[config.mk]
export PLATFORM = sky130hd
export DESIGN_NAME = quadrature_generator
export DESIGN_NICKNAME = d
export VERILOG_FILES = /design/src/rtl/quadrature_generator.sv
export SDC_FILE = /design/constraint.sdc
export NUM_CORES = 1
export LEC_CHECK = 0
export BUFFER_PORTS_ARGS = -buffer_cell sky130_fd_sc_hd__buf_4
export CAP_MARGIN = 20
export CELL_PAD_IN_SITES_DETAIL_PLACEMENT = 0
export CELL_PAD_IN_SITES_GLOBAL_PLACEMENT = 1
export CORE_UTILIZATION = 43
export CTS_CLUSTER_DIAMETER = 30
export DETAILED_ROUTE_END_ITERATION = 12
export PLACE_DENSITY_LB_ADDON = 0.1
export SLEW_MARGIN = 20
export SYNTH_ARGS = -nofsm -noshare
export SYNTH_HDL_FRONTEND = slang
export SYNTH_SLANG_ARGS = --single-unit
[constraint.sdc]
create_clock -name CLK -period 3.1 [get_ports CLK]
set_clock_uncertainty 0.15 [all_clocks]
set_input_delay 0.465 -clock CLK [delete_from_list [all_inputs] [get_ports CLK]]
set_output_delay 0.465 -clock CLK [all_outputs]
set_load 0.05 [all_outputs]
[src/rtl/quadrature_generator.sv]
// Quadrature (A/B) step generator: emits a programmable number of Gray-coded
// phase edges at a fixed CLK-cycle spacing, or runs continuously until stopped.
module quadrature_generator #(
  parameter int PERIOD_W = 16,
  parameter int COUNT_W  = 16
) (
  input  logic                CLK,
  input  logic                RST,
  input  logic                start,
  input  logic                dir,
  input  logic [PERIOD_W-1:0] period,
  input  logic [COUNT_W-1:0]  steps,
  input  logic                stop,
  output logic                signalA,
  output logic                signalB,
  output logic                busy,
  output logic                done,
  output logic [COUNT_W-1:0]  edge_cnt
);

  localparam logic [0:0] IDLE = 1'b0;
  localparam logic [0:0] RUN  = 1'b1;

  logic [0:0]          state_q,  state_d;
  logic                dir_q,    dir_d;
  logic [PERIOD_W-1:0] period_q, period_d;
  logic [COUNT_W-1:0]  steps_q,  steps_d;
  logic [PERIOD_W-1:0] timer_q,  timer_d;
  logic [COUNT_W-1:0]  cnt_q,    cnt_d;
  logic                a_q, a_d, b_q, b_d;
  logic                busy_q, busy_d;
  logic                done_q, done_d;
  logic [PERIOD_W-1:0] period_eff;

  assign period_eff = (period == '0) ? PERIOD_W'(1) : period;

  always_comb begin
    state_d  = state_q;
    dir_d    = dir_q;
    period_d = period_q;
    steps_d  = steps_q;
    timer_d  = timer_q;
    cnt_d    = cnt_q;
    a_d      = a_q;
    b_d      = b_q;
    done_d   = 1'b0;
    case (state_q)
      IDLE: begin
        if (start) begin
          dir_d    = dir;
          period_d = period_eff;
          steps_d  = steps;
          cnt_d    = '0;
          timer_d  = period_eff;
          state_d  = RUN;
        end
      end
      default: begin
        // stop outranks both completion and a coinciding timer expiry
        if (stop) begin
          state_d = IDLE;
        end else if (steps_q != '0 && cnt_q == steps_q) begin
          state_d = IDLE;
          done_d  = 1'b1;
        end else if (timer_q <= PERIOD_W'(1)) begin
          // CW toggles A when A==B else B; CCW is the mirror image
          if ((a_q == b_q) ^ dir_q) a_d = ~a_q;
          else                      b_d = ~b_q;
          cnt_d   = cnt_q + COUNT_W'(1);
          timer_d = period_q;
        end else begin
          timer_d = timer_q - PERIOD_W'(1);
        end
      end
    endcase
    busy_d = (state_d == RUN);
  end

  always_ff @(posedge CLK or posedge RST) begin
    if (RST) begin
      state_q  <= IDLE;
      dir_q    <= 1'b0;
      period_q <= '0;
      steps_q  <= '0;
      timer_q  <= '0;
      cnt_q    <= '0;
      a_q      <= 1'b0;
      b_q      <= 1'b0;
      busy_q   <= 1'b0;
      done_q   <= 1'b0;
    end else begin
      state_q  <= state_d;
      dir_q    <= dir_d;
      period_q <= period_d;
      steps_q  <= steps_d;
      timer_q  <= timer_d;
      cnt_q    <= cnt_d;
      a_q      <= a_d;
      b_q      <= b_d;
      busy_q   <= busy_d;
      done_q   <= done_d;
    end
  end

  assign signalA  = a_q;
  assign signalB  = b_q;
  assign busy     = busy_q;
  assign done     = done_q;
  assign edge_cnt = cnt_q;

endmodule

# ---- Word-level counts from Yosys, hierarchy flattened
# Cells that the tools add are included.
dict set report word_totals {
  ff_bits 69
}
dict set report op_classes {
  reduce_logical 9
  n_eq_ne 5
  bitwise 7
  n_addsub 2
  mux 18
  magnitude_cmp 1
}
# cell count
set ops {}
lappend ops {{16-bit two-way mux} 11}
lappend ops {{16-bit by 1-bit adder with 16-bit output, second input constant} 1}
lappend ops {{16-bit == test} 1}
lappend ops {{16-bit by 1-bit <= comparator with 1-bit output, second input constant} 1}
lappend ops {{16-bit zero test} 1}
lappend ops {{16-bit nonzero test} 1}
lappend ops {{16-bit by 1-bit subtractor with 16-bit output, second input constant} 1}
lappend ops {{5-bit AND reduction} 2}
lappend ops {{1-bit two-way mux} 7}
lappend ops {{1-bit inverter} 6}
lappend ops {{2-bit != test, second input constant} 2}
lappend ops {{4-bit AND reduction} 1}
lappend ops {{3-bit AND reduction} 1}
lappend ops {{2-bit by 1-bit != test with 1-bit output, second input constant} 1}
lappend ops {{2-bit AND reduction} 1}
lappend ops {{2-bit nonzero test} 1}
lappend ops {{1-bit == test} 1}
lappend ops {{1-bit logical AND} 1}
lappend ops {{1-bit XOR} 1}

# ---- Depth between registers and ports, before layout
# Gate-level depths: netlist (run 1).
dict set report depth {
  depth_word 5
  ltp_mapped 9
  ltp_nobuf 8
}

# ---- Worst setup path after synthesis (run 1)
# No wires, ideal clock.
dict set report synth_timing {
  path_kind {register to register}
  from {reg timer_q[9]}
  to {reg cnt_q[4] (netlist: edge_cnt[4])}
  setup_slack_ps 263
  arrival_ps 2609
  stages_incl_launch_ff 7
  period_less_slack_ps 2837
  path_cell_list {dfrtp_1 > or4_4 > or4_4 > or4_4 > buf_6 > or4_1 > a21oi_1}
}
dict set report synth_between {
  elab_chain_len 3
}
# element line_no
set synth_rtl {}
lappend synth_rtl {{start, declared} 28} ;# logic [PERIOD_W-1:0] timer_q, timer_d;
lappend synth_rtl {{start signal, assigned} 96} ;# timer_q <= timer_d;
lappend synth_rtl {{16-bit by 1-bit <= comparator with 1-bit output} 65} ;# end else if (timer_q <= PERIOD_W'(1)) begin
lappend synth_rtl {{2-bit by 1-bit != test with 1-bit output (no source line)} -}
lappend synth_rtl {{4-bit AND reduction (no source line)} -}
lappend synth_rtl {{end signal, assigned} 97} ;# cnt_q <= cnt_d;
lappend synth_rtl {{end, declared} 29} ;# logic [COUNT_W-1:0] cnt_q, cnt_d;
# Every way passes these cells.
# A chain may end at the register's enable or synchronous reset.

# ---- Worst setup path after layout (run 1)
dict set report layout_timing {
  from {reg timer_q[10]}
  to {reg cnt_q[5] (netlist: edge_cnt[5])}
}
# The elaborated chain is that of the path after synthesis.

==> run_results.csv, run 1 <==
group,metric,value,unit
logic_synthesis,yosysSeqAreaShare,46.09,%
floorplan,die_x,95.34,µm
global_routing,grt_use_met1,36.05,%
clock_tree,numCtsBuffers,9,
critical_path,crit_required,3.22,ns
logic_synthesis,yosysUniqueCellTypes,45,
clock_tree,cts_setup_buffers,0,
logic_synthesis,synth_top_area_share,46.09,%
logic_synthesis,synth_area_leaders,"dfrtp_1 46%, nand2_1 13%, o21ai_0 2.8%",
critical_path,r2r-end,"edge_cnt[5]",
critical_path,crit_slowest_cell,"or4_4",
final_layout,n_antenna_cell,0,
timing,min_period,2.971,ns
global_routing,grt_pass1_wl,16420,µm
logic_synthesis,synth_ff_type,"dfrtp_1",
clock_tree,cts_htree_levels,3,
critical_path,critical_path_arrival,3.09,ns
clock_tree,cts_root_buf,"clkbuf_8",
critical_path,crit_fanout,11,
pwr,power.density,593.1,mW/mm²
clock_tree,cts.sinks,69,
critical_path,r2r-start,"timer_q[10]",
critical_path,endpoint_kind,"flop",
critical_path,worst_setup_path_start_kind,"flop",
logic_synthesis,syn_inst,437,
min_path,min_path_type,"input port to async pin",
critical_path,rr_worst_depth,6,
floorplan,dieArea,0.009089,mm²
timing,tightest_slew,0.6900,ns
timing,final_max_slew_viol_count,0,
final_layout,nNetsFinal,538,
detailed_routing,wl,10010,µm
placement,preCtsSetupSlack,0.1419,ns
global_routing,grt.overflow.total,0,
global_routing,busiest_layer,"met1",
pwr,peakVddDrop,0.0002852,V
clock_tree,clk_path_buf_depth,2,
pwr,finalPower,2.703,mW
critical_path,critical_path_class,"flop to flop",
clock_tree,tritoncts,"built",
floorplan,fp-row-count,33,
logic_synthesis,ys_ff_latch,69,
global_routing,gr-usage-met3,3.828,%
final_layout,areaGrowthSynthToFinish,21.64,%
logic_synthesis,yosysMostFrequentCell,"nand2_1",
timing,hold_violations,0,
clock_tree,path_clk_slew,0.07,ns
logic_synthesis,syn_area_per_cell,8.572,µm²
detailed_routing,antenna_left,0,
logic_synthesis,synthTopCellsByCount,"129 x nand2_1, 69 x dfrtp_1, 25 x nor2_1",
outcome,status,"finished, final reports clean",
floorplan,io_pins,57,
floorplan,start_util,44.91,%
final_layout,drive_gt1_share,21.27,%
timing,rsz0062_at_grt,"no",
clock_tree,insertion_delay,0.35,ns
logic_synthesis,syn_nets,477,
detailed_routing,drt_iter0_drc,156,
floorplan,core-area,0.008341,mm²
global_routing,grt_use_met2,35.00,%
detailed_routing,drc,0,
critical_path,cp_slowest_stage_delay,0.54,ns
logic_synthesis,synth_edf_count,0,
job,cap_violations,0,
critical_path,crit_top_cell,"or4_4",
placement,place_congestion,0.7673,
timing,setup_tns,0,ns
logic_synthesis,async_flop_share,100.0,%
global_routing,track_usage,24.20,%
logic_synthesis,yosys_warnings,0,
floorplan,fp.dieH,95.34,µm
global_routing,antenna_found_initial,0,
detailed_routing,viasPerCell,5.551,
timing,setup_viol,0,
global_routing,grt_pass1_vias,3207,
detailed_routing,firstDrtPassIters,4,
critical_path,crit_chain,"or4_4 -> or4_4 -> or4_4 -> buf_4 -> or4_1 -> a21oi_1",
pwr,leakage,2.083,nW
timing,fin_ws,0.1289,ns
detailed_routing,wl_per_cell,16.46,µm
critical_path,timing.critical_path.buf_inv,1,
placement,port_buffers,56,
timing,post-route-period-util,95.84,%
global_routing,grt_max_degree,50,
logic_synthesis,synth_top_cell_by_area,"dfrtp_1",
detailed_routing,vias,3375,
critical_path,r2r_slack,0.13,ns
placement,dp_hpwl,7089,µm
logic_synthesis,syn-cell-area,0.003746,mm²
timing,slew_headroom,53.94,%
clock_tree,cts-hold-fix-buffers,0,
timing,clock.fmax,0.3366,GHz
critical_path,path_delay_family,"simple AND/OR/NAND/NOR gates",
## per-stage QoR
step / std cells / cell area [µm²] / util (%) / hold WS [ns]
floorplan: 437 / 3746 / - / 0.2955
global placement: 592 / 4343 / 52.07 / 0.3083
detailed placement: 592 / 4343 / 52.07 / 0.3134
CTS: 608 / 4554 / 54.61 / 0.09734
global route: 608 / 4557 / 54.64 / 0.1224
finish: 608 / 4557 / 54.64 / 0.07020
## where the power goes
group,internal (mW),total [mW],switching (mW)
Combinational,0.290,0.649,0.360
Clock,0.437,0.784,0.347
Sequential,1.08,1.27,0.192
## state kept, by name, indices dropped and copies added (netlist names)
| register | cells |
|---|---|
| period_q | 16 |
| steps_q | 16 |
| signalB | 1 |
| edge_cnt | 16 |
| busy | 1 |
| timer_q | 16 |
| signalA | 1 |
| dir_q | 1 |
| done | 1 |
## cell type report
class	count	area, µm²
Clock buffer	13	168.9
Tap cell	105	131.4
Fill cell	822	3784
Multi-Input combinational cell	338	1908
Clock inverter	3	42.54
Timing Repair Buffer	71	545.5
Sequential cell	69	1727
Inverter	9	33.78
## layout by cell type (no fill, tap or decap), types with 3 or more instances in the layout
cell type and count:
clkbuf_8 12, inv_1 6, a22o_1 9, or4_4 3, nand3_1 7, or3_1 16
o31ai_1 3, nor2_1 25, nor3_1 8, or4_1 8, dfrtp_1 69, o21ai_0 21
a21oi_1 15, ha_1 3, nor4_1 11, xor2_1 10, a31o_2 3, xnor2_1 12
nand2_1 128, or2_2 5, nand4_1 8, mux2i_1 5, a31oi_1 12, buf_4 70
o211ai_1 4
## cells by family after synthesis
family / synth area share, %
AND/OR/NAND/NOR: 28.92
AO/OA/AOI/OAI: 13.66
flip-flops: 46.09
buffers and inverters: 3.240
XOR/XNOR: 5.143
multiplexers: 1.937
adder cells (fa/ha/maj): 1.002
## how the worst max path moves through the flow
stage,start,end,slack [ns],cells past startpoint
2_1_floorplan,timer_q[9],edge_cnt[4],0.26,6
3_3_place_gp,timer_q[10],edge_cnt[5],0.19,6
3_5_place_dp,timer_q[10],timer_q[7],0.14,7
4_1_cts,timer_q[10],edge_cnt[6],0.13,6
5_1_grt,timer_q[10],edge_cnt[5],0.03,6
6_report,timer_q[10],edge_cnt[5],0.13,6
## per-layer routing
metal	vias up	part of all wire [%]
met1	1607	49
met5	-	0
met2	99	44
met3	8	5.2
met4	0	0.97
li1	1661	-
## repair_timing
action,4_1_cts,5_1_grt
setup endpoints to repair,0,1
resized for setup,0,1
hold endpoints to repair,0,0
(Power assumes the default switching activity.)
==> inputs of run 2 (changes only) <==
Settings changed: PLACE_DENSITY set to 0.8, PLACE_DENSITY_LB_ADDON 0.1 to unset.
Clock period 3.1 ns to 3.05 ns, I/O delays scaled along.
==> run_results.csv, run 2 (synthesis results as in run 1) <==
group,metric,value,unit
floorplan,fp-row-count,33,
detailed_routing,drc,0,
floorplan,dieArea,0.009089,mm²
detailed_routing,wl,10180,µm
pwr,p_int,1.874,mW
critical_path,crit_fanout,11,
clock_tree,cts.sinks,69,
floorplan,start_util,44.91,%
final_layout,n_antenna_cell,0,
clock_tree,cts_setup_buffers,0,
detailed_routing,vias,3417,
detailed_routing,firstDrtPassIters,4,
placement,place_congestion,0.8299,
clock_tree,clk_path_buf_depth,2,
timing,post-route-period-util,99.29,%
placement,preCtsSetupSlack,0.1054,ns
critical_path,crit_cells,6,
job,cap_violations,0,
timing,rsz0062_at_grt,"yes",
timing,min_period,3.028,ns
global_routing,grt_max_degree,50,
pwr,p_clk_share,30.4,%
floorplan,core-area,0.008341,mm²
critical_path,critical_path_arrival,3.14,ns
critical_path,timing.critical_path.buf_inv,1,
clock_tree,insertion_delay,0.35,ns
clock_tree,numCtsBuffers,9,
placement,dp_hpwl,7115,µm
critical_path,r2r-start,"timer_q[9]",
clock_tree,cts_htree_levels,3,
global_routing,grt_pass1_vias,3290,
critical_path,endpoint_kind,"flop",
floorplan,io_pins,57,
global_routing,antenna_found_initial,0,
final_layout,final_cell_mix,"128 x nand2_1, 72 x buf_4, 69 x dfrtp_1",
critical_path,crit_slowest_cell,"or4_4",
detailed_routing,drt_iter0_drc,191,
final_layout,final_common_cell,"nand2_1",
clock_tree,cts_root_buf,"clkbuf_8",
final_layout,areaGrowthSynthToFinish,22.11,%
pwr,power.density,614.4,mW/mm²
critical_path,r2r_slack,0.02,ns
timing,hold_slack,0.05434,ns
floorplan,fp.dieH,95.34,µm
critical_path,crit_chain,"or4_4 -> or4_4 -> or4_4 -> buf_4 -> or4_1 -> a21oi_2",
placement,port_buffers,56,
critical_path,cp_slowest_stage_delay,0.58,ns
final_layout,multiInputGateArea,0.001917,mm²
clock_tree,path_clk_slew,0.09,ns
detailed_routing,viasPerCell,5.611,
critical_path,path_delay_family,"simple AND/OR/NAND/NOR gates",
critical_path,crit_top_cell,"or4_4",
timing,slew_headroom,54.83,%
detailed_routing,wl_per_cell,16.72,µm
critical_path,crit_path_end,"edge_cnt[5]",
pwr,peakVddDrop,0.0002821,V
final_layout,seqCellArea,0.001727,mm²
timing,final_max_slew_viol_count,0,
pwr,seq_power_share,45.8,%
critical_path,worst_setup_path_start_kind,"flop",
timing,tightest_slew,0.6766,ns
critical_path,critical_path_class,"flop to flop",
timing,clock.fmax,0.3302,GHz
final_layout,fillers,793,
timing,hold_violations,0,
global_routing,grt.overflow.total,0,
timing,fin_ws,0.02152,ns
clock_tree,tritoncts,"built",
pwr,swShare,33.33,%
final_layout,drive_gt1_share,21.83,%
pwr,combPwrFrac,23.8,%
global_routing,grt_pass1_wl,16790,µm
outcome,status,"finished, final reports clean",
critical_path,crit_required,3.17,ns
timing,setup_viol,0,
min_path,min_path_type,"input port to async pin",
clock_tree,cts-hold-fix-buffers,0,
critical_path,setup.worst_path.start,"timer_q[9]",
critical_path,rr_worst_depth,6,
pwr,netSwitchingPower,936.8,µW
detailed_routing,antenna_left,0,
final_layout,nNetsFinal,539,
critical_path,r2r-end,"edge_cnt[5]",
global_routing,track_usage,24.60,%
floorplan,die_x,95.34,µm
pwr,leakage,2.084,nW
==> run 2: cell type report <==
class | instances | area share [%]
Clock buffer | 11 | 3.091
Sequential cell | 69 | 37.75
Multi-Input combinational cell | 338 | 41.90
Tap cell | 105 | 2.872
Inverter | 9 | 0.7385
Timing Repair Buffer | 72 | 11.82
Clock inverter | 5 | 1.833
==> run 2: what timing repair did <==
item	4_1_cts	5_1_grt
endpoints found under the setup margin	0	10
hold endpoints to repair	0	0
gates resized for setup	0	3
==> run 2: worst min-delay path by stage <==
stage                             from            to  slack [ns]  cells past startpoint
after detailed placement  period_q[10]  period_q[10]        0.32                      2
after global routing               RST    timer_q[5]         0.1                      2
after CTS                          RST    timer_q[5]        0.07                      2
final                              RST   period_q[0]        0.05                      2
after global placement     period_q[9]   period_q[9]        0.31                      2
after floorplan           period_q[10]  period_q[10]        0.30                      2
==> run 2: worst reg2reg max path, stage by stage, from the launching register on <==
cell     delay (ns)
dfrtp_1        0.39
or4_4          0.58
or4_4          0.45
or4_4          0.46
buf_4          0.19
or4_1          0.55
a21oi_2        0.17
==> run 2: through the flow <==
step	std cells	TNS [ns]	area [µm²]	utilization (%)	total power, mW
final	609	0	4574	54.85	2.810
after global routing	609	-0.1396	4574	54.85	2.985
after CTS	609	0	4563	54.71	2.824
after detailed placement	593	0	4338	52.01	1.968
after global placement	593	0	4338	52.01	1.945
after floorplan	437	0	3746	-	1.725
==> run 2: per-layer routing <==
metal / global-route usage [%] / wire length, µm
met1: 36.34 / 5047
met2: 36.61 / 4570
met3: 4.067 / 446
met4: 7.576 / 116
met5: 0 / 0
==> run 2: power by group through the flow <==
| stage | sequential (mW) | clock (mW) | combinational, mW |
|---|---|---|---|
| 5_1_grt | 1.32 | 0.908 | 0.759 |
| 4_1_cts | 1.28 | 0.868 | 0.674 |
| 3_3_place_gp | 1.29 | 0 | 0.653 |
| 2_1_floorplan | 1.27 | 0 | 0.453 |
| 6_report | 1.29 | 0.854 | 0.669 |
| 3_5_place_dp | 1.30 | 0 | 0.670 |
==> inputs of run 3 (changes only) <==
Settings changed: ABC_AREA set to 1, CORE_UTILIZATION 43 to 42, PLACE_DENSITY 0.8 to 0.81.
==> run_results.csv, run 3 <==
group,metric,value,unit
logic_synthesis,yosys_warnings,0,
floorplan,fp.dieH,103.1,µm
detailed_routing,drt_iter0_drc,172,
floorplan,io_pins,57,
placement,port_buffers,56,
logic_synthesis,syn_nets,652,
min_path,min_path_type,"input port to flop",
logic_synthesis,ys_ff_latch,69,
clock_tree,cts_htree_levels,3,
floorplan,start_util,43.72,%
clock_tree,tritoncts,"built",
logic_synthesis,syn-cell-area,0.004293,mm²
clock_tree,numCtsBuffers,9,
timing,slew_headroom,40.25,%
final_layout,fin_cells,801,
critical_path,worst_setup_path_start_kind,"flop",
logic_synthesis,synth_edf_count,0,
critical_path,critical_path_class,"flop to flop",
detailed_routing,wl,10790,µm
detailed_routing,drc,0,
logic_synthesis,synth_ff_type,"dfrtp_1",
global_routing,grt_max_degree,70,
global_routing,antenna_found_initial,0,
detailed_routing,vias,3874,
global_routing,grt_pass1_vias,3580,
pwr,p_int,1.879,mW
logic_synthesis,async_flop_share,100.0,%
timing,final_max_slew_viol_count,0,
final_layout,fillers,1041,
final_layout,n_antenna_cell,0,
final_layout,final_common_cell,"nand2_1",
logic_synthesis,yosysSeqAreaShare,40.22,%
timing,setup_tns,0,ns
final_layout,nNetsFinal,703,
floorplan,core-area,0.009819,mm²
logic_synthesis,yosysUniqueCellTypes,30,
clock_tree,ctsResizeCount,0,
global_routing,track_usage,22.49,%
timing,min_period,2.397,ns
logic_synthesis,yosysMostFrequentCell,"nand2_1",
clock_tree,cts_root_buf,"clkbuf_8",
critical_path,endpoint_kind,"flop",
min_path,hp-start,"steps[8]",
clock_tree,cts_setup_buffers,0,
min_path,hold_depth,3,
final_layout,final_cell_mix,"262 x nand2_1, 69 x dfrtp_1, 67 x nor2_1",
final_layout,areaGrowthSynthToFinish,15.94,%
global_routing,grt_pass1_wl,17980,µm
final_layout,multiInputGateArea,0.002267,mm²
pwr,swShare,40.19,%
detailed_routing,antenna_left,0,
logic_synthesis,synth_top_cell_by_area,"dfrtp_1",
logic_synthesis,synthTopCellsByCount,"262 x nand2_1, 69 x dfrtp_1, 67 x nor2_1",
floorplan,fp-row-count,36,
critical_path,r2r-end,"edge_cnt[13]",
floorplan,dieArea,0.01063,mm²
critical_path,critical_path_arrival,2.49,ns
timing,clock.fmax,0.4171,GHz
detailed_routing,viasPerCell,4.836,
clock_tree,clk_path_buf_depth,2,
critical_path,r2r-start,"busy",
min_path,hold_end,"steps_q[8]",
placement,dpl.cell_count,785,
timing,setup_viol,0,
pwr,netSwitchingPower,1.263,mW
logic_synthesis,syn_inst,612,
global_routing,grt.overflow.total,0,
pwr,leakage,2.536,nW
final_layout,drive_gt1_share,16.77,%
logic_synthesis,syn_area_per_cell,7.014,µm²
placement,dp_hpwl,7757,µm
pwr,combPwrFrac,33.1,%
floorplan,die_x,103.1,µm
clock_tree,path_clk_slew,0.08,ns
job,cap_violations,0,
placement,place_congestion,0.8640,
pwr,power.density,631.3,mW/mm²
detailed_routing,wl_per_cell,13.47,µm
critical_path,rr_worst_depth,10,
clock_tree,cts-hold-fix-buffers,0,
detailed_routing,firstDrtPassIters,5,
clock_tree,cts.sinks,69,
pwr,seq_power_share,42.0,%
critical_path,r2r_slack,0.65,ns
final_layout,seqCellArea,0.001727,mm²
logic_synthesis,synth_area_leaders,"dfrtp_1 40%, nand2_1 23%, nor2_1 5.9%",
timing,tightest_slew,0.8962,ns
logic_synthesis,synth_top_area_share,40.22,%
pwr,peakVddDrop,0.0003106,V
clock_tree,insertion_delay,0.36,ns
timing,post-route-period-util,78.60,%
outcome,status,"finished, final reports clean",
timing,hold_violations,0,
timing,rsz0062_at_grt,"no",
critical_path,crit_fanout,34,
pwr,finalPower,3.142,mW
pwr,p_clk_share,24.8,%
critical_path,crit_required,3.15,ns
-- run 3: cell count changes after synthesis, moves of 7 or more --
cell	change
or3_1	-16
a22o_1	-9
or4_1	-8
xor2_1	+7
nand2_1	+133
nand2_2	+15
nor2_1	+42
clkbuf_1	-10
a21oi_1	-14
a31oi_1	-12
nand3_1	+32
inv_1	+36
nor4_1	-11
-- run 3: layout make-up --
cell class,count,share of cell area (%)
clock buffer,10,2.765
sequential,69,34.69
inverter,47,3.645
tap,133,3.343
timing repair buffer,58,8.748
multi-input combinational,478,45.55
clock inverter,6,1.257
-- run 3: cells by family (layout without fill, tap and decap cells) --
group           count (synthesis)  count (layout)  synth area share [%]
simple gates                  413             413                 41.18
buf+inv                        65             121                 6.966
fa+ha+maj                       3               3                0.8745
compound gates                 29              29                 3.847
xor+xnor                       33              33                 6.908
flops                          69              69                 40.22
-- run 3: worst max path at each step --
stage | startpoint | cells after the start | end
after floorplan | RST | 1 | busy
after global placement | busy | 10 | edge_cnt[5]
after detailed placement | busy | 10 | edge_cnt[7]
after CTS | busy | 10 | edge_cnt[13]
after global routing | busy | 10 | edge_cnt[14]
final | busy | 10 | edge_cnt[13]
-- run 3: critical path, stage by stage (launching register included) --
cell and delay [ns]:
dfrtp_1 0.56, inv_4 0.40, nand2_4 0.08, inv_2 0.32, nor2_4 0.07, inv_2 0.10
o21ai_2 0.07, inv_4 0.18, nand2_4 0.18, nand2_1 0.10, nand2_1 0.06
-- run 3: routing by layer --
metal / track usage [%] / vias up / part of all wire, %
li1: - / 1990 / -
met5: 0 / - / 0
met3: 4.678 / 10 / 5.0
met4: 6.501 / 0 / 0.93
met1: 34.41 / 1782 / 54
met2: 31.59 / 92 / 41
-- run 3: power groups by stage --
stage | registers [mW] | clock network (mW) | logic (mW)
floorplan | 1.34 | 0 | 0.775
global placement | 1.33 | 0 | 1.04
detailed placement | 1.33 | 0 | 1.04
CTS | 1.32 | 0.802 | 1.05
global route | 1.35 | 0.834 | 1.20
finish | 1.32 | 0.780 | 1.04
-- run 3: through the flow --
stage	hold WS, ns	instance area [µm²]	util [%]	worst slack (ns)
2_1_floorplan	0.2992	4293	-	0.7026
3_3_place_gp	0.3175	4777	48.65	0.7415
3_5_place_dp	0.3242	4777	48.65	0.6651
4_1_cts	0.1169	4977	50.69	0.6366
5_1_grt	0.1229	4977	50.69	0.4553
6_report	0.1324	4977	50.69	0.6526
